==> src/rtl/pll_reset_mc.sv <==
// pll_reset_mc: multi-channel PLL lock supervisor with lock-loss filter, bounded retry and sticky fault.
// Define PLL_RESET_STAT_EN to build the per-channel 8-bit lock-loss counters on o_loss_cnt.
module pll_reset_mc #(
  parameter int    NUM_PLL            = 2,
  parameter int    CLK_PERIOD_NS      = 25,
  parameter int    RESET_TIME_NS      = 500000,
  parameter int    WAIT_TIME_NS       = 2000000,
  parameter int    LOCK_FILTER_CYCLES = 4,
  parameter int    MAX_RETRY          = 7,
  parameter string SIMULATION         = "FALSE"
) (
  input  logic                 clk,
  input  logic                 reset,
  input  logic [NUM_PLL-1:0]   i_pll_lock,
  input  logic                 i_sensor_init_done,
  input  logic [NUM_PLL-1:0]   i_fault_clr,
  output logic [NUM_PLL-1:0]   o_pll_reset,
  output logic [NUM_PLL-1:0]   o_pll_locked,
  output logic [NUM_PLL-1:0]   o_fault,
  output logic [4*NUM_PLL-1:0] o_retry_cnt,
  output logic [8*NUM_PLL-1:0] o_loss_cnt
);

  localparam int RESET_CNT_NUM = (SIMULATION == "TRUE") ? 10  : RESET_TIME_NS / CLK_PERIOD_NS;
  localparam int WAIT_CNT_NUM  = (SIMULATION == "TRUE") ? 100 : WAIT_TIME_NS / CLK_PERIOD_NS;

  localparam int FILT_W  = $clog2(LOCK_FILTER_CYCLES + 1);
  localparam int RST_W   = $clog2(RESET_CNT_NUM + 1);
  localparam int WAIT_W  = $clog2(WAIT_CNT_NUM + 1);
  localparam int RETRY_W = $clog2(MAX_RETRY + 1);

  localparam logic [FILT_W-1:0]  FILT_LAST  = FILT_W'(LOCK_FILTER_CYCLES - 1);
  localparam logic [RST_W-1:0]   RST_LAST   = RST_W'(RESET_CNT_NUM - 1);
  localparam logic [WAIT_W-1:0]  WAIT_LAST  = WAIT_W'(WAIT_CNT_NUM - 1);
  localparam logic [RETRY_W-1:0] RETRY_LAST = RETRY_W'(MAX_RETRY - 1);
  localparam logic [RETRY_W-1:0] RETRY_MAX  = RETRY_W'(MAX_RETRY);

  typedef enum logic [1:0] {S_MON, S_RST, S_WAIT, S_FAULT} state_t;

  // Lock is only reported once init_done has been seen high for three edges,
  // so a lock seen during the global hold is never reported as good.
  logic [2:0] init_pipe;
  logic       released;

  always_ff @(posedge clk or posedge reset) begin
    if (reset) init_pipe <= 3'b000;
    else       init_pipe <= {init_pipe[1:0], i_sensor_init_done};
  end

  assign released = init_pipe[2] & i_sensor_init_done;

  for (genvar g = 0; g < NUM_PLL; g++) begin : g_ch
    logic [1:0]         sync_q;
    logic               lock_s;
    state_t             state_q, state_d;
    logic [FILT_W-1:0]  filt_q, filt_d;
    logic [RST_W-1:0]   rst_q, rst_d;
    logic [WAIT_W-1:0]  wait_q, wait_d;
    logic [RETRY_W-1:0] retry_q, retry_d;
    logic               fault_q, fault_d;

    always_ff @(posedge clk or posedge reset) begin
      if (reset) sync_q <= 2'b11;
      else       sync_q <= {sync_q[0], i_pll_lock[g]};
    end

    assign lock_s = sync_q[1];

    always_ff @(posedge clk or posedge reset) begin
      if (reset) begin
        state_q <= S_MON;
        filt_q  <= '0;
        rst_q   <= '0;
        wait_q  <= '0;
        retry_q <= '0;
        fault_q <= 1'b0;
      end else begin
        state_q <= state_d;
        filt_q  <= filt_d;
        rst_q   <= rst_d;
        wait_q  <= wait_d;
        retry_q <= retry_d;
        fault_q <= fault_d;
      end
    end

    // The global hold overrides everything except the sticky fault flag.
    always_comb begin
      state_d = state_q;
      filt_d  = filt_q;
      rst_d   = rst_q;
      wait_d  = wait_q;
      retry_d = retry_q;
      fault_d = fault_q;
      if (!i_sensor_init_done) begin
        state_d = S_MON;
        filt_d  = '0;
        rst_d   = '0;
        wait_d  = '0;
        retry_d = '0;
      end else begin
        case (state_q)
          S_MON: begin
            if (lock_s) begin
              filt_d = '0;
            end else if (filt_q == FILT_LAST) begin
              filt_d  = '0;
              state_d = S_RST;
            end else begin
              filt_d = filt_q + FILT_W'(1);
            end
          end
          S_RST: begin
            if (rst_q == RST_LAST) begin
              rst_d   = '0;
              state_d = S_WAIT;
            end else begin
              rst_d = rst_q + RST_W'(1);
            end
          end
          // An early lock does not end the wait; only the final count samples lock.
          S_WAIT: begin
            if (wait_q == WAIT_LAST) begin
              wait_d = '0;
              if (lock_s) begin
                retry_d = '0;
                state_d = S_MON;
              end else if (retry_q == RETRY_LAST) begin
                retry_d = RETRY_MAX;
                fault_d = 1'b1;
                state_d = S_FAULT;
              end else begin
                retry_d = retry_q + RETRY_W'(1);
                state_d = S_RST;
              end
            end else begin
              wait_d = wait_q + WAIT_W'(1);
            end
          end
          S_FAULT: begin
            if (i_fault_clr[g]) begin
              retry_d = '0;
              fault_d = 1'b0;
              state_d = S_RST;
            end
          end
          default: state_d = S_MON;
        endcase
      end
    end

    assign o_pll_reset[g]         = (state_q == S_RST) | ~i_sensor_init_done;
    assign o_pll_locked[g]        = released & (state_q == S_MON) & lock_s & (filt_q == '0);
    assign o_fault[g]             = fault_q;
    assign o_retry_cnt[4*g +: 4]  = 4'(retry_q);

`ifdef PLL_RESET_STAT_EN
    logic [7:0] loss_q;
    logic       loss_evt;

    assign loss_evt = (state_q == S_MON) & (state_d == S_RST);

    always_ff @(posedge clk or posedge reset) begin
      if (reset)                             loss_q <= 8'h00;
      else if (loss_evt && loss_q != 8'hFF)  loss_q <= loss_q + 8'h01;
    end

    assign o_loss_cnt[8*g +: 8] = loss_q;
`else
    assign o_loss_cnt[8*g +: 8] = 8'h00;
`endif
  end

endmodule
==> config.mk <==
export PLATFORM = sky130hd
export DESIGN_NAME = pll_reset_mc
export DESIGN_NICKNAME = d
export VERILOG_FILES = /design/src/rtl/pll_reset_mc.sv
export SDC_FILE = /design/constraint.sdc
export NUM_CORES = 1
export LEC_CHECK = 0
export ABC_AREA = 1
export CAP_MARGIN = 30
export CORE_ASPECT_RATIO = 1.75
export CORE_UTILIZATION = 66
export CTS_BUF_LIST = sky130_fd_sc_hd__clkbuf_8
export CTS_CLUSTER_SIZE = 16
export DETAILED_ROUTE_END_ITERATION = 12
export DONT_BUFFER_PORTS = 1
export GPL_ROUTABILITY_DRIVEN = 0
export PLACE_DENSITY_LB_ADDON = 0.2
export SYNTH_ARGS = -nofsm -noshare
export SYNTH_HDL_FRONTEND = slang
export SYNTH_SLANG_ARGS = --single-unit
==> constraint.sdc <==
create_clock -name clk -period 5.2 [get_ports clk]
set_input_delay 0.26 -clock clk [delete_from_list [all_inputs] [get_ports clk]]
set_output_delay 0.26 -clock clk [all_outputs]
set_load 0.02 [all_outputs]
Word-level counts from Yosys, hierarchy flattened
Index checks and enable logic that the tools add are counted.
{"block": "totals", "regBits": 89, "out_inout_bits": 30, "elab_cells": 145}
{"block": "classes", "addsub": 8, "n_eq_ne": 40, "mux": 60, "bitwise": 10, "reduce_logical": 12}
{"operator": "$mux W17", "count": 6}
{"operator": "$mux W15", "count": 6}
{"operator": "$mux W3", "count": 18}
{"operator": "$add A17 B1 Y17 const B", "count": 2}
{"operator": "$eq A17 B17 Y1 const B", "count": 2}
{"operator": "$mux W2", "count": 16}
{"operator": "$add A15 B1 Y15 const B", "count": 2}
{"operator": "$eq A15 B15 Y1 const B", "count": 2}
{"operator": "$ne A3 B3 Y1 const B", "count": 10}
{"operator": "$ne A2 B2 Y1 const B", "count": 8}
{"operator": "$pmux W2 S4", "count": 2}
{"operator": "$add A3 B1 Y3 const B", "count": 4}
{"operator": "$ne A2 B1 Y1 const B", "count": 6}
{"operator": "$pmux W3 S2", "count": 2}
{"operator": "$reduce_and A6 Y1", "count": 2}
{"operator": "$reduce_and A5 Y1", "count": 2}
{"operator": "$eq A2 B2 Y1 const B", "count": 4}
{"operator": "$mux W1", "count": 8}
{"operator": "$and A1 B1 Y1", "count": 7}
{"operator": "$eq A3 B2 Y1 const B", "count": 2}
{"operator": "$eq A3 B3 Y1 const B", "count": 2}
{"operator": "$logic_not A3 Y1", "count": 2}
{"operator": "$ne A3 B1 Y1 const B", "count": 2}
{"operator": "$reduce_and A3 Y1", "count": 2}
{"operator": "other kinds (6)", "count": 11}

Longest topological paths before layout
{"block": "logic_depth", "ltp_word": 6, "mapped_depth": 10}

Worst setup path after synthesis
Ideal clock, no wire load.
{"block": "synth_timing", "path_kind": "reg2reg", "startpoint": "register g_ch[1].state_q[0]", "endpoint": "register g_ch[1].retry_q[0]", "setup_time_ns": 0.127, "arrival_ns": 1.353, "t_required_ns": 5.073, "path_slack_ns": 3.719, "path_stages_with_launch": 9, "path_buffers": 1, "synth_period_minus_slack_ns": 1.481, "path_cell_list": "dfrtp_1 inv_1 ha_1 or2_1 buf_2 o21ai_1 inv_1 nand2_2 o21ai_0"}
{"block": "synth_between", "elab_chain_len": 3, "word_cells_on_any_way": 8, "cone_classes": "5 x eq/ne; 2 x mux; 1 x reduce/logical"}
{"item": "start: declaration", "line": "55", "source": "state_t state_q, state_d;"}
{"item": "start signal: assignment", "line": "78", "source": "state_q <= state_d;"}
{"item": "$eq A2 B2 Y1", "line": "102", "source": "case (state_q)"}
{"item": "$ne A3 B1 Y1 (no source line), or another cell as far along"}
{"item": "$reduce_and A3 Y1 (no source line) / $mux W3 (equally long branches)"}
{"item": "end signal: assignment", "line": "82", "source": "retry_q <= retry_d;"}
{"item": "end: declaration", "line": "59", "source": "logic [RETRY_W-1:0] retry_q, retry_d;"}
Several ways; a longest one is shown, not always the timed one.
A chain may end at the register's enable or synchronous reset.

Worst setup path after layout
{"block": "layout_timing", "startpoint": "register g_ch[0].state_q[1]", "endpoint": "output o_pll_reset[0]"}
{"block": "layout_between", "elab_chain_len": 2}
{"item": "start: declaration", "line": "55"}
{"item": "start signal: assignment", "line": "78"}
{"item": "$eq A2 B1 Y1", "line": "152", "source": "assign o_pll_reset[g] = (state_q == S_RST) | ~i_sensor_init_done;"}
{"item": "$or A1 B1 Y1", "line": "152"}
{"item": "end: declaration", "line": "17", "source": "output logic [NUM_PLL-1:0] o_pll_reset,"}
Every way passes these cells.

==> run metrics <==
Die X 70.35 um; Inst Count DP 792; outcome finished clean; drc violations 0; Warnings, synthesis 0; Worst setup EP type output pin; clock slew at reported path FFs 90 ps; CTS tree yes; TritonCTS Buffers 9; final setup violation count 0; final hold viol count 0; Slew HR 44.08%; asr flop ratio synth 100.0%; Synth top area share 39.42%; met1 Use GR 30.76%; Starting DRT DRC Count 365; WL per Instance 14.20 um; syn_area_per_cell 7.556 um2; GRT busiest layer met2; CTS max path bufs 2; max_cap viols 0; Via Count 4563; most frequent cells after synthesis nand2_1, dfrtp_1, inv_1; fin. max-slew vios 0; cells after synthesis 714; Seq/Total Area, Yosys 41.37%; Yosys cell types 37; unrepaired setup endpoints after global routing no; PnR worst setup slack 3156 ps; met3 GRT Util 6.782%; leakage dissipation 2.526 nW; I/O Buffers 0; Core ar. 7909 um2; post-synth top area cell dfrtp_1; Slew @ Worst Pin 838.9 ps; drt pass-1 iters 5; Layout Utilization 70.84%; Final Net Count 744; GRT overflow 0; Critical Path AT 1780 ps; Synth Register Bits 89; # H-tree levels 3; post-CTS setup buffers 0; mapped cell area 5395 um2; Post-Place Worst Slack 3330 ps; clk_lat worst skew 370 ps; top cells by area, synth dfrtp_1, nand2_1, nand3_1, inv_1, nor2_1; min cycle time layout 2044 ps; setup TNS 0 ps; Starting Density 68.22%; Clock Skew 12.10 ps; WS Path Type reg2out; area grow syn2layout 3.850%; VDD IR max 229.8 uV; CP required 4940 ps; Hold Crit Class in2reg; global-route wire length before repair 19620 um; layout cells sized above 1 7.341%; antenna diode count 0; vias in the first global route 4595; initial antenna violation count 0; drt total wl 11530 um; antenna viol nets, final 0; Root Driver clkbuf_8; Fmax 489.2 MHz; Total Die Area 8554 um2; Post-synth EDFFs 0; fin cells 812; Worst setup SP type flip-flop; pin count of the biggest net entering global routing 68; total power 1.685 mW; CTS sink cnt 89; Die H 121.6 um; global-route usage over all layers 28.82%; grt met2 use 53.51%; most frequent cell after synthesis nand2_1; num ports 37; row count 43; vias per cell 5.619; Most used DFF post-synth dfrtp_1; CP max FO 9; fin crit share 39.31%; placed wire-length estimate 8542 um; Power per Cell Area 300.8 nW/um2
==> stage by stage <==
stage               area (um2)  hold WS (ps)
finish                    5603         17.59
CTS                       5603         7.797
floorplan                 5459         264.5
detailed placement        5355         143.5
global route              5603         29.42
global placement          5355         139.7
==> state kept, by name, summed over array words and instances, names as in the netlist <==
name / cells
g_ch.wait_q: 34
g_ch.rst_q: 30
g_ch.filt_q: 6
g_ch.retry_q: 6
g_ch.state_q: 4
g_ch.sync_q: 4
init_pipe: 3
g_ch.fault_q: 2
==> area by class of cell <==
type	instances	area [um2]
Timing Repair Buffer	5	47.55
Sequential cell	89	2232
Clock inverter	5	56.30
Inverter	81	305.3
Tap cell	90	112.6
Clock buffer	11	151.4
Multi-Input combinational cell	531	2698
Fill cell	643	2306
==> kinds of logic (layout without fill, tap and decap cells) <==
| family | after synthesis | count (layout) | share of synthesized area, % |
|---|---|---|---|
| and+or+nand+nor | 370 | 370 | 29.96 |
| AOI/OAI and AO/OA | 95 | 95 | 9.601 |
| xor gates and xnor gates | 28 | 28 | 4.545 |
| other | 1 | 18 | 0.06951 |
| adders and majority gates | 20 | 20 | 4.638 |
| DFF | 89 | 89 | 41.37 |
| buffers and inverters | 111 | 102 | 9.810 |
==> routing by layer <==
metal  part of all wire (%)  routed length, um
met5                      0                  0
met4                    2.1                245
met3                    4.1                470
met2                     56               6444
met1                     38               4368
==> cells in the final DEF (no fill, tap or decap), types with 3 or more instances in the layout <==
cell type	Yosys	layout
o21ai_0	46	46
xnor2_1	6	6
nand4_1	8	8
nor2_4	3	3
ha_1	20	20
o21bai_1	3	3
conb_1	1	18
nand2_1	198	198
nand3_2	4	4
inv_2	7	7
inv_1	74	74
o21ai_1	9	9
clkbuf_8	0	11
xor2_1	22	22
nor3_1	5	5
nand2_2	4	4
o22ai_1	14	14
nor2_1	67	67
nand3b_1	6	6
nand3_1	60	60
a21oi_1	16	16
nor2_2	9	9
dlygate4sd3_1	0	4
dfrtp_1	85	85
dfstp_2	4	4
==> worst max-delay path: stages (launching register included) <==
cell	delay (ps)
dfrtp_1	400
inv_1	80
ha_1	220
nor2_2	370
inv_1	340
==> final timing paths <==
path                       slack (ps)               start                 end  cells after the start
max reg2reg                      3290  g_ch[0].state_q[0]  g_ch[0].retry_q[2]                      9
max in group asynchronous        3710               reset   g_ch[0].wait_q[6]                      3
min                                20  i_sensor_init_done    g_ch[1].rst_q[4]                      2
min in group asynchronous         320               reset    g_ch[1].rst_q[7]                      2
max                              3160  g_ch[0].state_q[1]      o_pll_reset[0]                      4
min reg2reg                       360   g_ch[0].sync_q[0]   g_ch[0].sync_q[1]                      0
==> timing repair <==
item	CTS	global route
hold buffers	4	0
endpoints found under the hold margin	25	0
resized for setup	0	0
==> report_power, final <==
| group | total (mW) | internal [mW] | switching [mW] |
|---|---|---|---|
| clock | 0.497 | 0.248 | 0.250 |
| combinational | 0.373 | 0.108 | 0.265 |
| sequential | 0.814 | 0.745 | 0.0696 |
| total | 1.69 | 1.10 | 0.585 |
Note: power is estimated with default switching activity, not from simulation.
